[config.mk]
export PLATFORM = sky130hd
export DESIGN_NAME = psum_acc_sfp
export DESIGN_NICKNAME = d
export VERILOG_FILES = /design/src/rtl/psum_acc_pkg.sv /design/src/rtl/psum_acc_sfp_addr_gen.sv /design/src/rtl/psum_acc_sfp.sv
export SDC_FILE = /design/constraint.sdc
export NUM_CORES = 1
export LEC_CHECK = 0
export BUFFER_PORTS_ARGS = -buffer_cell sky130_fd_sc_hd__buf_2
export CELL_PAD_IN_SITES_DETAIL_PLACEMENT = 1
export CELL_PAD_IN_SITES_GLOBAL_PLACEMENT = 1
export CORE_ASPECT_RATIO = 1.75
export CORE_MARGIN = 10
export CORE_UTILIZATION = 44
export DETAILED_ROUTE_END_ITERATION = 12
export PLACE_DENSITY = 0.77
export SLEW_MARGIN = 20
export SYNTH_ARGS = -nofsm -noshare
export SYNTH_HDL_FRONTEND = slang
export SYNTH_SLANG_ARGS = --single-unit
[constraint.sdc]
create_clock -name clk -period 5.2 [get_ports clk]
set_clock_uncertainty 0.15 [all_clocks]
set_input_delay 0.52 -clock clk [delete_from_list [all_inputs] [get_ports clk]]
set_output_delay 0.52 -clock clk [all_outputs]
set_load 0.02 [all_outputs]
[src/rtl/psum_acc_pkg.sv]
// Shared geometry, FSM encoding and per-column arithmetic helpers for the
// post-array partial-sum accumulation stage.
package psum_acc_pkg;

    localparam int COL      = 8;
    localparam int PSUM_BW  = 16;
    localparam int A_DIM    = 6;
    localparam int O_DIM    = 4;
    localparam int K_DIM    = 3;
    localparam int LEN_NIJ  = A_DIM * A_DIM;
    localparam int LEN_KIJ  = K_DIM * K_DIM;
    localparam int LEN_ONIJ = O_DIM * O_DIM;
    localparam int ADDR_W   = 11;
    localparam int O_W      = 4;
    localparam int K_W      = 4;
    localparam int WORD_W   = COL * PSUM_BW;

    typedef enum logic [1:0] {
        ST_IDLE  = 2'd0,
        ST_ISSUE = 2'd1,
        ST_DRAIN = 2'd2,
        ST_HOLD  = 2'd3
    } state_e;

    // o_dim is a power of two, so onij row/col are plain bit fields of o.
    function automatic logic [ADDR_W-1:0] pmem_addr_of(
        input logic [O_W-1:0] o,
        input logic [K_W-1:0] k,
        input logic [1:0]     kr,
        input logic [1:0]     kc
    );
        logic [ADDR_W-1:0] base;
        logic [ADDR_W-1:0] row;
        logic [ADDR_W-1:0] colx;
        base = ADDR_W'(k) * ADDR_W'(LEN_NIJ);
        row  = ADDR_W'(o[3:2]) + ADDR_W'(kr);
        colx = ADDR_W'(o[1:0]) + ADDR_W'(kc);
        return base + row * ADDR_W'(A_DIM) + colx;
    endfunction

    function automatic logic [WORD_W-1:0] col_add(
        input logic [WORD_W-1:0] a,
        input logic [WORD_W-1:0] b
    );
        logic [WORD_W-1:0] r;
        r = '0;
        for (int c = 0; c < COL; c++) begin
            r[c*PSUM_BW +: PSUM_BW] = a[c*PSUM_BW +: PSUM_BW] + b[c*PSUM_BW +: PSUM_BW];
        end
        return r;
    endfunction

    function automatic logic [WORD_W-1:0] relu_word(
        input logic [WORD_W-1:0] w,
        input logic              en
    );
        logic [WORD_W-1:0] r;
        r = w;
        for (int c = 0; c < COL; c++) begin
            if (en && w[c*PSUM_BW + PSUM_BW - 1]) begin
                r[c*PSUM_BW +: PSUM_BW] = {PSUM_BW{1'b0}};
            end else begin
                r[c*PSUM_BW +: PSUM_BW] = w[c*PSUM_BW +: PSUM_BW];
            end
        end
        return r;
    endfunction

endpackage

[src/rtl/psum_acc_sfp_addr_gen.sv]
// pmem read-address generator: walks kij 0..8 for the current onij and
// presents registered pmem_addr/pmem_cen.
module psum_addr_gen
    import psum_acc_pkg::*;
(
    input  logic              clk,
    input  logic              reset,
    input  logic              restart_i,
    input  logic              next_o_i,
    input  logic              stop_i,
    output logic [O_W-1:0]    o_o,
    output logic [K_W-1:0]    k_o,
    output logic              pmem_cen,
    output logic [ADDR_W-1:0] pmem_addr
);

    logic [O_W-1:0]    o_q, o_d;
    logic [K_W-1:0]    k_q, k_d;
    logic [1:0]        kr_q, kr_d;
    logic [1:0]        kc_q, kc_d;
    logic              cen_q, cen_d;
    logic [ADDR_W-1:0] addr_q, addr_d;
    logic [1:0]        nkr_s, nkc_s;

    // Next counter/address values; kernel row/col tracked directly to avoid k/3.
    always_comb begin
        o_d    = o_q;
        k_d    = k_q;
        kr_d   = kr_q;
        kc_d   = kc_q;
        cen_d  = cen_q;
        addr_d = addr_q;
        if (kc_q == 2'(K_DIM - 1)) begin
            nkc_s = 2'd0;
            nkr_s = kr_q + 2'd1;
        end else begin
            nkc_s = kc_q + 2'd1;
            nkr_s = kr_q;
        end
        if (stop_i) begin
            o_d    = '0;
            k_d    = '0;
            kr_d   = 2'd0;
            kc_d   = 2'd0;
            cen_d  = 1'b1;
            addr_d = '0;
        end else if (restart_i) begin
            o_d    = '0;
            k_d    = '0;
            kr_d   = 2'd0;
            kc_d   = 2'd0;
            cen_d  = 1'b0;
            addr_d = pmem_addr_of(4'd0, 4'd0, 2'd0, 2'd0);
        end else if (next_o_i) begin
            o_d    = o_q + 4'd1;
            k_d    = '0;
            kr_d   = 2'd0;
            kc_d   = 2'd0;
            cen_d  = 1'b0;
            addr_d = pmem_addr_of(o_q + 4'd1, 4'd0, 2'd0, 2'd0);
        end else if (!cen_q) begin
            if (k_q == 4'(LEN_KIJ - 1)) begin
                cen_d = 1'b1;
            end else begin
                k_d    = k_q + 4'd1;
                kr_d   = nkr_s;
                kc_d   = nkc_s;
                addr_d = pmem_addr_of(o_q, k_q + 4'd1, nkr_s, nkc_s);
            end
        end else begin
            cen_d = 1'b1;
        end
    end

    // Counter and pmem interface registers.
    always_ff @(posedge clk or negedge reset) begin
        if (!reset) begin
            o_q    <= '0;
            k_q    <= '0;
            kr_q   <= 2'd0;
            kc_q   <= 2'd0;
            cen_q  <= 1'b1;
            addr_q <= '0;
        end else begin
            o_q    <= o_d;
            k_q    <= k_d;
            kr_q   <= kr_d;
            kc_q   <= kc_d;
            cen_q  <= cen_d;
            addr_q <= addr_d;
        end
    end

    assign o_o       = o_q;
    assign k_o       = k_q;
    assign pmem_cen  = cen_q;
    assign pmem_addr = addr_q;

endmodule

[src/rtl/psum_acc_sfp.sv]
// Accumulates the nine per-kij partial sums of each output pixel from pmem,
// applies optional ReLU and streams one word per onij over valid/ready.
module psum_acc_sfp
    import psum_acc_pkg::*;
(
    input  logic              clk,
    input  logic              reset,
    input  logic              start,
    input  logic              relu_en,
    output logic              busy,
    output logic              pmem_cen,
    output logic              pmem_wen,
    output logic [ADDR_W-1:0] pmem_addr,
    input  logic [WORD_W-1:0] pmem_q,
    output logic              out_valid,
    input  logic              out_ready,
    output logic [WORD_W-1:0] out_data,
    output logic [3:0]        out_idx,
    output logic              done
);

    state_e            state_q, state_d;
    logic              relu_q, relu_d;
    logic [WORD_W-1:0] acc_q, acc_d;
    logic              out_valid_q, out_valid_d;
    logic [WORD_W-1:0] out_data_q, out_data_d;
    logic [3:0]        out_idx_q, out_idx_d;
    logic              done_q, done_d;
    logic              busy_q, busy_d;
    logic              restart_s, next_o_s, stop_s;
    logic [O_W-1:0]    o_s;
    logic [K_W-1:0]    k_s;
    logic [WORD_W-1:0] sum_s;

    psum_addr_gen u_addr_gen (
        .clk       (clk),
        .reset     (reset),
        .restart_i (restart_s),
        .next_o_i  (next_o_s),
        .stop_i    (stop_s),
        .o_o       (o_s),
        .k_o       (k_s),
        .pmem_cen  (pmem_cen),
        .pmem_addr (pmem_addr)
    );

    // FSM next state, accumulator and output-register updates.
    always_comb begin
        state_d     = state_q;
        relu_d      = relu_q;
        acc_d       = acc_q;
        out_valid_d = out_valid_q;
        out_data_d  = out_data_q;
        out_idx_d   = out_idx_q;
        done_d      = 1'b0;
        busy_d      = busy_q;
        restart_s   = 1'b0;
        next_o_s    = 1'b0;
        stop_s      = 1'b0;
        sum_s       = col_add(acc_q, pmem_q);
        case (state_q)
            ST_IDLE: begin
                if (start) begin
                    restart_s = 1'b1;
                    relu_d    = relu_en;
                    busy_d    = 1'b1;
                    state_d   = ST_ISSUE;
                end else begin
                    state_d = ST_IDLE;
                end
            end
            ST_ISSUE: begin
                // pmem_q carries kij (k_s-1); kij0 loads instead of adding.
                if (k_s == 4'd1) begin
                    acc_d = pmem_q;
                end else if (k_s != 4'd0) begin
                    acc_d = sum_s;
                end else begin
                    acc_d = acc_q;
                end
                if (k_s == 4'(LEN_KIJ - 1)) begin
                    state_d = ST_DRAIN;
                end else begin
                    state_d = ST_ISSUE;
                end
            end
            ST_DRAIN: begin
                acc_d       = sum_s;
                out_data_d  = relu_word(sum_s, relu_q);
                out_idx_d   = o_s;
                out_valid_d = 1'b1;
                state_d     = ST_HOLD;
            end
            ST_HOLD: begin
                if (out_ready) begin
                    out_valid_d = 1'b0;
                    if (o_s == 4'(LEN_ONIJ - 1)) begin
                        stop_s  = 1'b1;
                        done_d  = 1'b1;
                        busy_d  = 1'b0;
                        state_d = ST_IDLE;
                    end else begin
                        next_o_s = 1'b1;
                        state_d  = ST_ISSUE;
                    end
                end else begin
                    state_d = ST_HOLD;
                end
            end
            default: begin
                state_d = ST_IDLE;
            end
        endcase
    end

    // State and output registers.
    always_ff @(posedge clk or negedge reset) begin
        if (!reset) begin
            state_q     <= ST_IDLE;
            relu_q      <= 1'b0;
            acc_q       <= '0;
            out_valid_q <= 1'b0;
            out_data_q  <= '0;
            out_idx_q   <= 4'd0;
            done_q      <= 1'b0;
            busy_q      <= 1'b0;
        end else begin
            state_q     <= state_d;
            relu_q      <= relu_d;
            acc_q       <= acc_d;
            out_valid_q <= out_valid_d;
            out_data_q  <= out_data_d;
            out_idx_q   <= out_idx_d;
            done_q      <= done_d;
            busy_q      <= busy_d;
        end
    end

    assign pmem_wen  = 1'b1;
    assign busy      = busy_q;
    assign out_valid = out_valid_q;
    assign out_data  = out_data_q;
    assign out_idx   = out_idx_q;
    assign done      = done_q;

endmodule

==> metrics.txt, run 1 <==
outcome complete, no violations; vias per inst 5.86; Tcrit/Tclk final 85.0%; Layout Utilization 50.9%; Iteration-0 DRC Markers 880; CP Capture Point u_addr_gen.pmem_addr[8]; vias in the first global route 18900; r2r startpoint u_addr_gen.kc_q[0]; die area 51600 um2; highest clock rate 226 MHz; Tot GR Track Use 24.2%; CP top delay family adder cells; largest net degree at the start of global routing 113; first-pass GRT wire length 101 mm; Lkg Pwr 10.2 nW; worst reg2reg setup slack 0.78 ns; Critical Path Most Common Cell ha_1; Final Net Count 2618; synthesized instance count 2109; GPL Wtd Cong 0.864; Placeable Area 42400 um2; P per Cell Area 826 nW/um2; post-DP HPWL 47.4 mm; Yosys top cell by area dfrtp_1; DP Worst Slack 0.831 ns; synthesized area per cell 8.90 um2; yosys warns 0; post-DR wirelength/cell 22.0 um; critical path startpoint u_addr_gen.kc_q[0]; H-tree depth 1; setup TNS 0 ns; vias post-DR 17100; worst skew pair latency 0.59 ns; layout cells sized above 1 16.1%; num rows 100; Crit Path Max Fanout 6; WS Path Type reg2reg; pins over their slew limit 0; Max VDD drop 452 uV; Reg clk slew, reported paths 0.06 ns; Num CTS Buffers 31; Worst EP required 5.52 ns; CTS-repair resized insts 0; Rel. slew slack 24.9%; Initial Util 44.2%; Ports 281; port buffer count 279; fin crit period 4.42 ns; crit path buf inv count 1; antenna violations before repair 8; net count after synthesis 2398; Synth cell types 80; worst-path cell chain nand2b_1, xnor2_1, ha_1, fa_1, ha_1, inv_1, fa_1, xnor2_1, ha_1, ha_1, nor2b_1, o21ai_0, a21oi_1, o21ai_0, xnor2_1, a211oi_1; Max stage delay on crit path 0.55 ns; CTS tree yes; worst hold path type in2reg; Post-synth top cells dfrtp_1, nand2_1, nor2_1, a21oi_1, ha_1; Congestion Overflow GR 0; final hold vios 0; RR Endpoint u_addr_gen.pmem_addr[8]; total of max-cap violations 0; Post-route DRC 0; proportion of netlist area held by the largest area contributor 38.5%; Critical Path Sink Type register; count leader, synth dfrtp_1; Die Wd 176 um; EDFF count, synth 0; Async SR Flop Fraction 100%; post-synthesis register bit count 290; worst-case clock buffer depth 3; reg2reg path depth 16; top post-synthesis cells by area dfrtp_1, ha_1, nand2_1; setup ws final 0.783 ns; Die Ht 293 um; Routed WL 64.1 mm; final instance area 21600 um2; Seq/Total Area, Yosys 38.7%; worst hold margin 0.0515 ns; final setup fails 0; area of placed instances 20600 um2; Worst path depth 16; Synth Flop Type dfrtp_1; CP max stage cell fa_1; Least-Margin Pin Slew 1.13 ns; clk sinks 290; drt first pass iters 6; Area Overhead vs Synth 15.0%; Post-Syn Area 18800 um2; worst path arrival time 4.74 ns; antenna-violating nets left 0; crit path launch type register; Root Buffer Master clkbuf_16; unrepaired setup endpoints after global routing no
-- cells in the final DEF, fill, tap and decap left out, drive strengths merged, types with 6 or more instances in the layout --
cell type	n
nor2	201
dfrtp	289
o31ai	18
a31oi	61
o21bai	10
a21o	45
nand4	12
nor2b	25
and3	20
o21a	25
nand3b	8
nor4	6
o31a	9
mux2i	20
o22ai	8
inv	62
a211oi	27
a211o	6
nor3	18
xor2	40
mux2	7
buf	297
diode	9
ha	143
a2bb2oi	6
a21oi	195
a22o	97
clkbuf	47
and2	7
nand2	279
nand3	30
or3	14
nand2b	13
o211ai	8
fa	13
o21ai	125
xnor2	78
-- worst min-delay path by stage --
stage | to | cells past startpoint | from
floorplan | acc_q[0] | 0 | reset
global placement | out_data[126] | 2 | out_data[126]
CTS | acc_q[3] | 3 | pmem_q[3]
finish | acc_q[107] | 3 | pmem_q[107]
detailed placement | out_data[126] | 2 | out_data[126]
global route | acc_q[20] | 3 | pmem_q[20]
-- metrics by stage --
stage	instances	power [mW]
floorplan	2109	12.3
global placement	2855	15.1
detailed placement	2855	15.7
CTS	2911	18.0
global route	2917	19.4
finish	2920	17.8
-- flip-flops by register name (all words and copies together), names as in the netlist, 2 cells and up --
signal                count
u_addr_gen.kc_q           2
acc_q                   128
state_q                   2
out_data                128
u_addr_gen.k_o            4
u_addr_gen.o_o            4
u_addr_gen.pmem_addr     11
u_addr_gen.kr_q           2
out_idx                   4
-- cells by family after synthesis --
family,count (synthesis),synth area share [%]
xor gates and xnor gates,118,5.51
adders and majority gates,156,10.9
DFF,290,38.7
AOI/OAI and AO/OA,689,24.1
buffers and inverters,174,3.92
other,1,0.0200
muxes,27,1.49
and+or+nand+nor,654,15.3
-- what timing repair did --
| action | in CTS | in global routing |
|---|---|---|
| hold buffers | 2 | 0 |
| setup endpoints to repair | 0 | 0 |
| setup buffers | 0 | 0 |
| endpoints found under the hold margin | 69 | 0 |
-- report_power, final --
part | switching (mW) | leakage (nW) | internal, mW
sequential | 0.796 | 3.46 | 3.48
clock | 0.960 | 0.471 | 1.22
combinational | 7.01 | 6.25 | 4.35
-- per-layer routing --
layer  vias up  part of all wire, %  global-route usage, %  wire length (um)
li1       8020                    -                      -                 -
met1      8644                   38                   25.3             24100
met2       342                   54                   46.3             34800
met3       110                  4.3                   3.88              2740
met4         4                  3.7                   9.75              2380
met5         -                0.050                      0                32
-- area by class of cell --
cell class,count,area (um2)
flip-flops and latches,290,7260
multi-input cells,1645,10800
clock buffers,47,896
diodes,9,22.5
fillers,5048,20800
repair buffers,299,1590
clock inverters,7,62.6
well taps,561,702
inverters,62,233
-- worst register-to-register path: stages (launching register included) --
cell      delay (ns)
dfrtp_1         0.42
nand2b_1        0.20
xnor2_1         0.15
ha_1            0.21
fa_1            0.55
ha_1            0.16
inv_1           0.04
fa_1            0.38
xnor2_1         0.21
ha_1            0.28
ha_1            0.34
nor2b_1         0.15
o21ai_0         0.27
a21oi_1         0.14
o21ai_0         0.28
xnor2_1         0.12
a211oi_1        0.24
No activity file was read; power rests on OpenSTA's default activity.
==> run 2, diff against run 1 <==
--- a/config.mk
+++ b/config.mk
@@ -5,12 +5,13 @@
 export SDC_FILE = /design/constraint.sdc
 export NUM_CORES = 1
 export LEC_CHECK = 0
+export ABC_AREA = 1
 export BUFFER_PORTS_ARGS = -buffer_cell sky130_fd_sc_hd__buf_2
 export CELL_PAD_IN_SITES_DETAIL_PLACEMENT = 1
 export CELL_PAD_IN_SITES_GLOBAL_PLACEMENT = 1
 export CORE_ASPECT_RATIO = 1.75
 export CORE_MARGIN = 10
-export CORE_UTILIZATION = 44
+export CORE_UTILIZATION = 42
 export DETAILED_ROUTE_END_ITERATION = 12
 export PLACE_DENSITY = 0.77
 export SLEW_MARGIN = 20
==> constraint.sdc (replaced) <==
create_clock -name clk -period 4.1 [get_ports clk]
set_clock_uncertainty 0.15 [all_clocks]
set_input_delay 0.41 -clock clk [delete_from_list [all_inputs] [get_ports clk]]
set_output_delay 0.41 -clock clk [all_outputs]
set_load 0.02 [all_outputs]
==> run 2 against run 1 <==
Worst hold slack got worse by 0.025 ns. Largest cell class unchanged. Combinational power rose by 40%. Critical path type unchanged. Die area rose by 18%. Cell area rose by 15%.
==> metrics.txt, run 2 <==
worst skew pair latency 0.55 ns; synthesized instance count 3216; Cells after DPL 4084; Post-Layout Cell Count 4163; largest net degree at the start of global routing 217; Crit Path Max Fanout 5; Critical Path Sink Type register; GPL Wtd Cong 0.893; Least-Margin Pin Slew 1.12 ns; synthesized area per cell 6.68 um2; Synth cell types 46; Num CTS Buffers 35; yosys warns 0; Max stage delay on crit path 0.56 ns; critical path startpoint u_addr_gen.kc_q[1]; layout cells sized above 1 12.5%; P per Cell Area 1000 nW/um2; area of the multi-input gates 12200 um2; Top Layer Used met5; Post-synth top cells nand2_1, inv_1, dfrtp_1, nor2_1, ha_1; vias post-DR 21400; EDFF count, synth 0; worst-path cell chain nand2_1, nand2_1, nand2_1, inv_1, ha_2, fa_1, ha_1, inv_1, fa_1, xnor2_1, ha_1, ha_4, inv_1, nor2_4, o21ai_0, nand2_1, nand2_2, nand2_2, nand2_1, nand2_1, nand3_1, nand2_1; Max VDD drop 769 uV; Worst EP required 4.39 ns; total of max-cap violations 0; clk sinks 290; Area Overhead vs Synth 15.6%; commonest non-fill, non-tap cell in the layout nand2_1; Yosys top cell by area dfrtp_1; final setup fails 0; count leader, synth nand2_1; post-DR wirelength/cell 18.2 um; Final Net Count 3757; vias per inst 5.13; setup ws final 0.224 ns; H-tree depth 2; register area 7260 um2; Tot GR Track Use 24.5%; top post-synthesis cells by area dfrtp_1, nand2_1, ha_1; num rows 109; r2r startpoint u_addr_gen.kc_q[1]; CP max stage cell fa_1; first-pass GRT wire length 122 mm; antenna-violating nets left 0; crit path launch type register; Reg clk slew, reported paths 0.07 ns; CTS tree yes; Synth Flop Type dfrtp_1; Post-route DRC 0; vias in the first global route 23400; routed length on met3 3.68 mm; Die Wd 191 um; highest clock rate 258 MHz; Iteration-0 DRC Markers 730; outcome complete, no violations; antenna violations before repair 12; post-synthesis register bit count 290; Tcrit/Tclk final 94.5%; Hold Startpoint pmem_q[80]; met2 WL 39.7 mm; worst hold path type in2reg; Ports 281; Initial Util 42.4%; Rel. slew slack 25.3%; Post-Syn Area 21500 um2; net count after synthesis 3505; Placeable Area 50600 um2; wl on met1 29.6 mm; worst path arrival time 4.17 ns; drt first pass iters 5; fin crit period 3.88 ns; port buffer count 279; Lkg Pwr 14.2 nW; WS Path Type reg2reg; DP Worst Slack 0.0579 ns; Seq/Total Area, Yosys 33.8%; Die Ht 319 um; Routed WL 75.6 mm; proportion of netlist area held by the largest area contributor 33.7%; Filler cells 6746; worst hold margin 0.0267 ns; commonest non-fill, non-tap cells in the layout nand2_1, inv_1, dfrtp_1; Async SR Flop Fraction 100%; post-DP HPWL 56.7 mm; final hold vios 0; die area 60900 um2; worst-case clock buffer depth 3; pins over their slew limit 0; Critical Path Most Common Cell nand2_1; Congestion Overflow GR 0; Root Buffer Master clkbuf_16
run 2: changes by cell type after synthesis, moves of 51 or more:
cell	delta
nand2_1	+1069
inv_1	+355
a21oi_1	-123
nand3_1	+109
a22o_1	-90
o21ai_1	+64
a31oi_1	-61
xnor2_1	-57
clkbuf_1	-51
run 2: power breakdown:
group | total (mW) | leakage [nW] | internal (mW) | switching (mW)
clock network | 3.46 | 0.597 | 2.09 | 1.37
logic | 16.0 | 10.1 | 5.34 | 10.6
registers | 5.41 | 3.48 | 4.44 | 0.968
run 2: final cells by class:
type                            count  area share, %
Timing Repair Buffer              309           6.94
Sequential cell                   290           29.3
Clock buffer                       46           3.99
Inverter                          421           6.41
Antenna cell                        5         0.0504
Tap cell                          666           3.36
Clock inverter                     15           1.01
Multi-Input combinational cell   2411           49.0
run 2: what timing repair did:
item,in CTS,in global routing
hold buffers,11,0
gates resized for setup,1,12
endpoints found under the hold margin,96,0
buffers inserted,0,2
pin swaps,0,9
endpoints found under the setup margin,1,3
run 2: worst max-delay path: cells and delay by family, from the launching register on:
| kind | cells | cell delay, ns |
|---|---|---|
| buf+inv | 3 | 0.22 |
| flops | 1 | 0.43 |
| simple gates | 11 | 0.76 |
| xor+xnor | 1 | 0.15 |
| fa+ha+maj | 6 | 1.85 |
| compound gates | 1 | 0.19 |
run 2: metal layers:
| metal | vias up | GRT usage (%) |
|---|---|---|
| li1 | 10400 | - |
| met1 | 10400 | 26.6 |
| met2 | 372 | 45.4 |
| met3 | 127 | 4.61 |
| met4 | 14 | 9.11 |
| met5 | - | 0 |
run 2: path summary, 6_finish.rpt:
kind	endpoint	slack, ns	cells after the start
max	u_addr_gen.pmem_addr[8]	0.22	22
min	acc_q[80]	0.03	3
max reg2reg	u_addr_gen.pmem_addr[8]	0.22	22
min reg2reg	out_data[69]	0.32	2
max in group asynchronous	out_data[95]	2.50	3
min in group asynchronous	out_data[100]	0.36	2
run 2: per-stage QoR:
step	utilization [%]	instance area, um2	power (mW)	TNS, ns
after floorplan	-	21500	16.7	0
final	49.0	24800	24.9	0
after detailed placement	46.2	23400	21.3	0
after CTS	48.9	24700	24.9	0
after global routing	49.0	24800	27.4	-0.0285
after global placement	46.2	23400	20.4	0
run 2: kinds of logic after synthesis:
group | Yosys count | share of synthesized area [%]
and+or+nand+nor | 1887 | 36.5
buffers and inverters | 515 | 9.83
AOI/OAI and AO/OA | 293 | 7.26
DFF | 290 | 33.8
adders and majority gates | 156 | 9.55
xor gates and xnor gates | 73 | 2.98
other | 1 | 0.0175
muxes | 1 | 0.0524
==> run 3, diff against run 2 <==
--- a/config.mk
+++ b/config.mk
@@ -11,9 +11,9 @@
 export CELL_PAD_IN_SITES_GLOBAL_PLACEMENT = 1
 export CORE_ASPECT_RATIO = 1.75
 export CORE_MARGIN = 10
-export CORE_UTILIZATION = 42
+export CORE_UTILIZATION = 45
 export DETAILED_ROUTE_END_ITERATION = 12
-export PLACE_DENSITY = 0.77
+export PLACE_DENSITY = 0.82
 export SLEW_MARGIN = 20
 export SYNTH_ARGS = -nofsm -noshare
 export SYNTH_HDL_FRONTEND = slang
==> constraint.sdc (replaced) <==
create_clock -name clk -period 4.9 [get_ports clk]
set_clock_uncertainty 0.15 [all_clocks]
set_input_delay 0.98 -clock clk [delete_from_list [all_inputs] [get_ports clk]]
set_output_delay 0.98 -clock clk [all_outputs]
set_load 0.02 [all_outputs]
==> run 3 against run 2 <==
Cell area fell by 2.1%. Clock-buffer cell count up 1. Via count is 0.61% higher. Largest power group unchanged. Worst setup slack gained 0.55 ns. Final cell count fell by 2.4%. Sequential share of layout area grew 0.64 points. Non-clock buffer count shrank 17. Worst hold slack improved by 0.20 ns.
==> metrics.txt, run 3 (synthesis gave the netlist of run 2 again) <==
total of max-cap violations 0; Congestion Overflow GR 0; crit path launch type register; first-pass GRT wire length 121 mm; Routed WL 74.8 mm; Crit Path Max Fanout 4; Die Wd 185 um; Rel. slew slack 23.9%; clk sinks 290; vias post-DR 21500; antenna violations before repair 15; Tot GR Track Use 26.0%; Final Net Count 3736; Ports 281; Post-CTS Setup Repair Bufs 0; Initial Util 45.6%; worst skew pair latency 0.60 ns; CP max stage cell fa_1; commonest non-fill, non-tap cells in the layout nand2_1, inv_1, dfrtp_1; outcome complete, no violations; Iteration-0 DRC Markers 820; CTS-repair resized insts 0; final hold vios 0; Reg clk slew, reported paths 0.06 ns; drt first pass iters 5; final setup fails 0; Post-route DRC 0; largest net degree at the start of global routing 217; die area 57200 um2; worst hold path type in2async; port buffer count 279; area of placed instances 23200 um2; Post-Layout Cell Count 4065; Die Ht 309 um; Least-Margin Pin Slew 1.14 ns; fin crit period 4.12 ns; H-tree depth 1; Worst EP required 5.23 ns; GPL Wtd Cong 0.894; Lkg Pwr 14.0 nW; layout cells sized above 1 11.9%; WS Path Type reg2reg; worst path arrival time 4.46 ns; Num CTS Buffers 31; commonest non-fill, non-tap cell in the layout nand2_1; Cells after DPL 4002; Area Overhead vs Synth 13.1%; CTS tree yes; pins over their slew limit 0; vias in the first global route 24000; antenna-violating nets left 0; vias per inst 5.29; worst-path cell chain inv_1, nand3_1, nand2_1, inv_1, ha_1, fa_1, ha_1, inv_1, fa_1, inv_1, ha_1, inv_1, fa_1, nor2_1, o21ai_0, nand2_1, nand2_1, nand2_1, nand3_1, nand3_1, nand2_1; hold buffer count at cts 0; setup TNS 0 ns; post-DP HPWL 56.5 mm; Final Power 20.2 mW; final instance area 24300 um2; Max stage delay on crit path 0.55 ns; num rows 105; post-DR wirelength/cell 18.4 um; unrepaired setup endpoints after global routing no; highest clock rate 243 MHz; Critical Path Sink Type register; Placeable Area 47000 um2; Max VDD drop 651 uV; Root Buffer Master clkbuf_16; P per Cell Area 830 nW/um2; Tcrit/Tclk final 84.1%; worst-case clock buffer depth 3; DP Worst Slack 0.832 ns; setup ws final 0.777 ns
run 3: cell type report:
type                       count  area (um2)
tap                          588         736
fill                        6392       22800
sequential                   290        7260
inverter                     421        1590
antenna                        7        17.5
timing repair buffer         292        1550
clock buffer                  47         916
clock inverter                 9         105
multi-input combinational   2411       12100
run 3: path summary, 6_finish.rpt:
path	start	end	slack, ns	cells past startpoint
setup / recovery	u_addr_gen.kc_q[0]	u_addr_gen.pmem_addr[8]	0.78	21
hold / removal	reset	out_data[96]	0.23	1
setup reg to reg	u_addr_gen.kc_q[0]	u_addr_gen.pmem_addr[8]	0.78	21
hold reg to reg	out_data[106]	out_data[106]	0.32	2
max in group asynchronous	reset	out_data[4]	3.33	2
min in group clk	out_data[106]	out_data[106]	0.32	2
run 3: report_power, final:
part | leakage, nW | total [mW] | switching, mW | internal, mW
Clock | 0.490 | 2.43 | 1.05 | 1.38
Combinational | 10.0 | 13.2 | 8.84 | 4.37
Sequential | 3.48 | 4.52 | 0.805 | 3.72
Total | 14.0 | 20.2 | 10.7 | 9.47
run 3: per-stage QoR:
step / hold slack (ns) / util, %
6_report: 0.228 / 51.6
5_1_grt: 0.276 / 51.6
4_1_cts: 0.258 / 51.6
3_5_place_dp: 0.307 / 49.4
3_3_place_gp: 0.304 / 49.4
2_1_floorplan: 0.303 / -
run 3: metal layers:
layer	wire length (um)	track usage (%)
met1	27600	26.3
met2	39800	49.9
met5	96	0
met4	3230	11.8
met3	4050	4.83
run 3: critical path: cells and delay by family, from the launching register on:
| family | cells | cell delay [ns] |
|---|---|---|
| compound gates | 1 | 0.11 |
| fa+ha+maj | 6 | 2.09 |
| buf+inv | 5 | 0.33 |
| flops | 1 | 0.38 |
| simple gates | 9 | 0.95 |
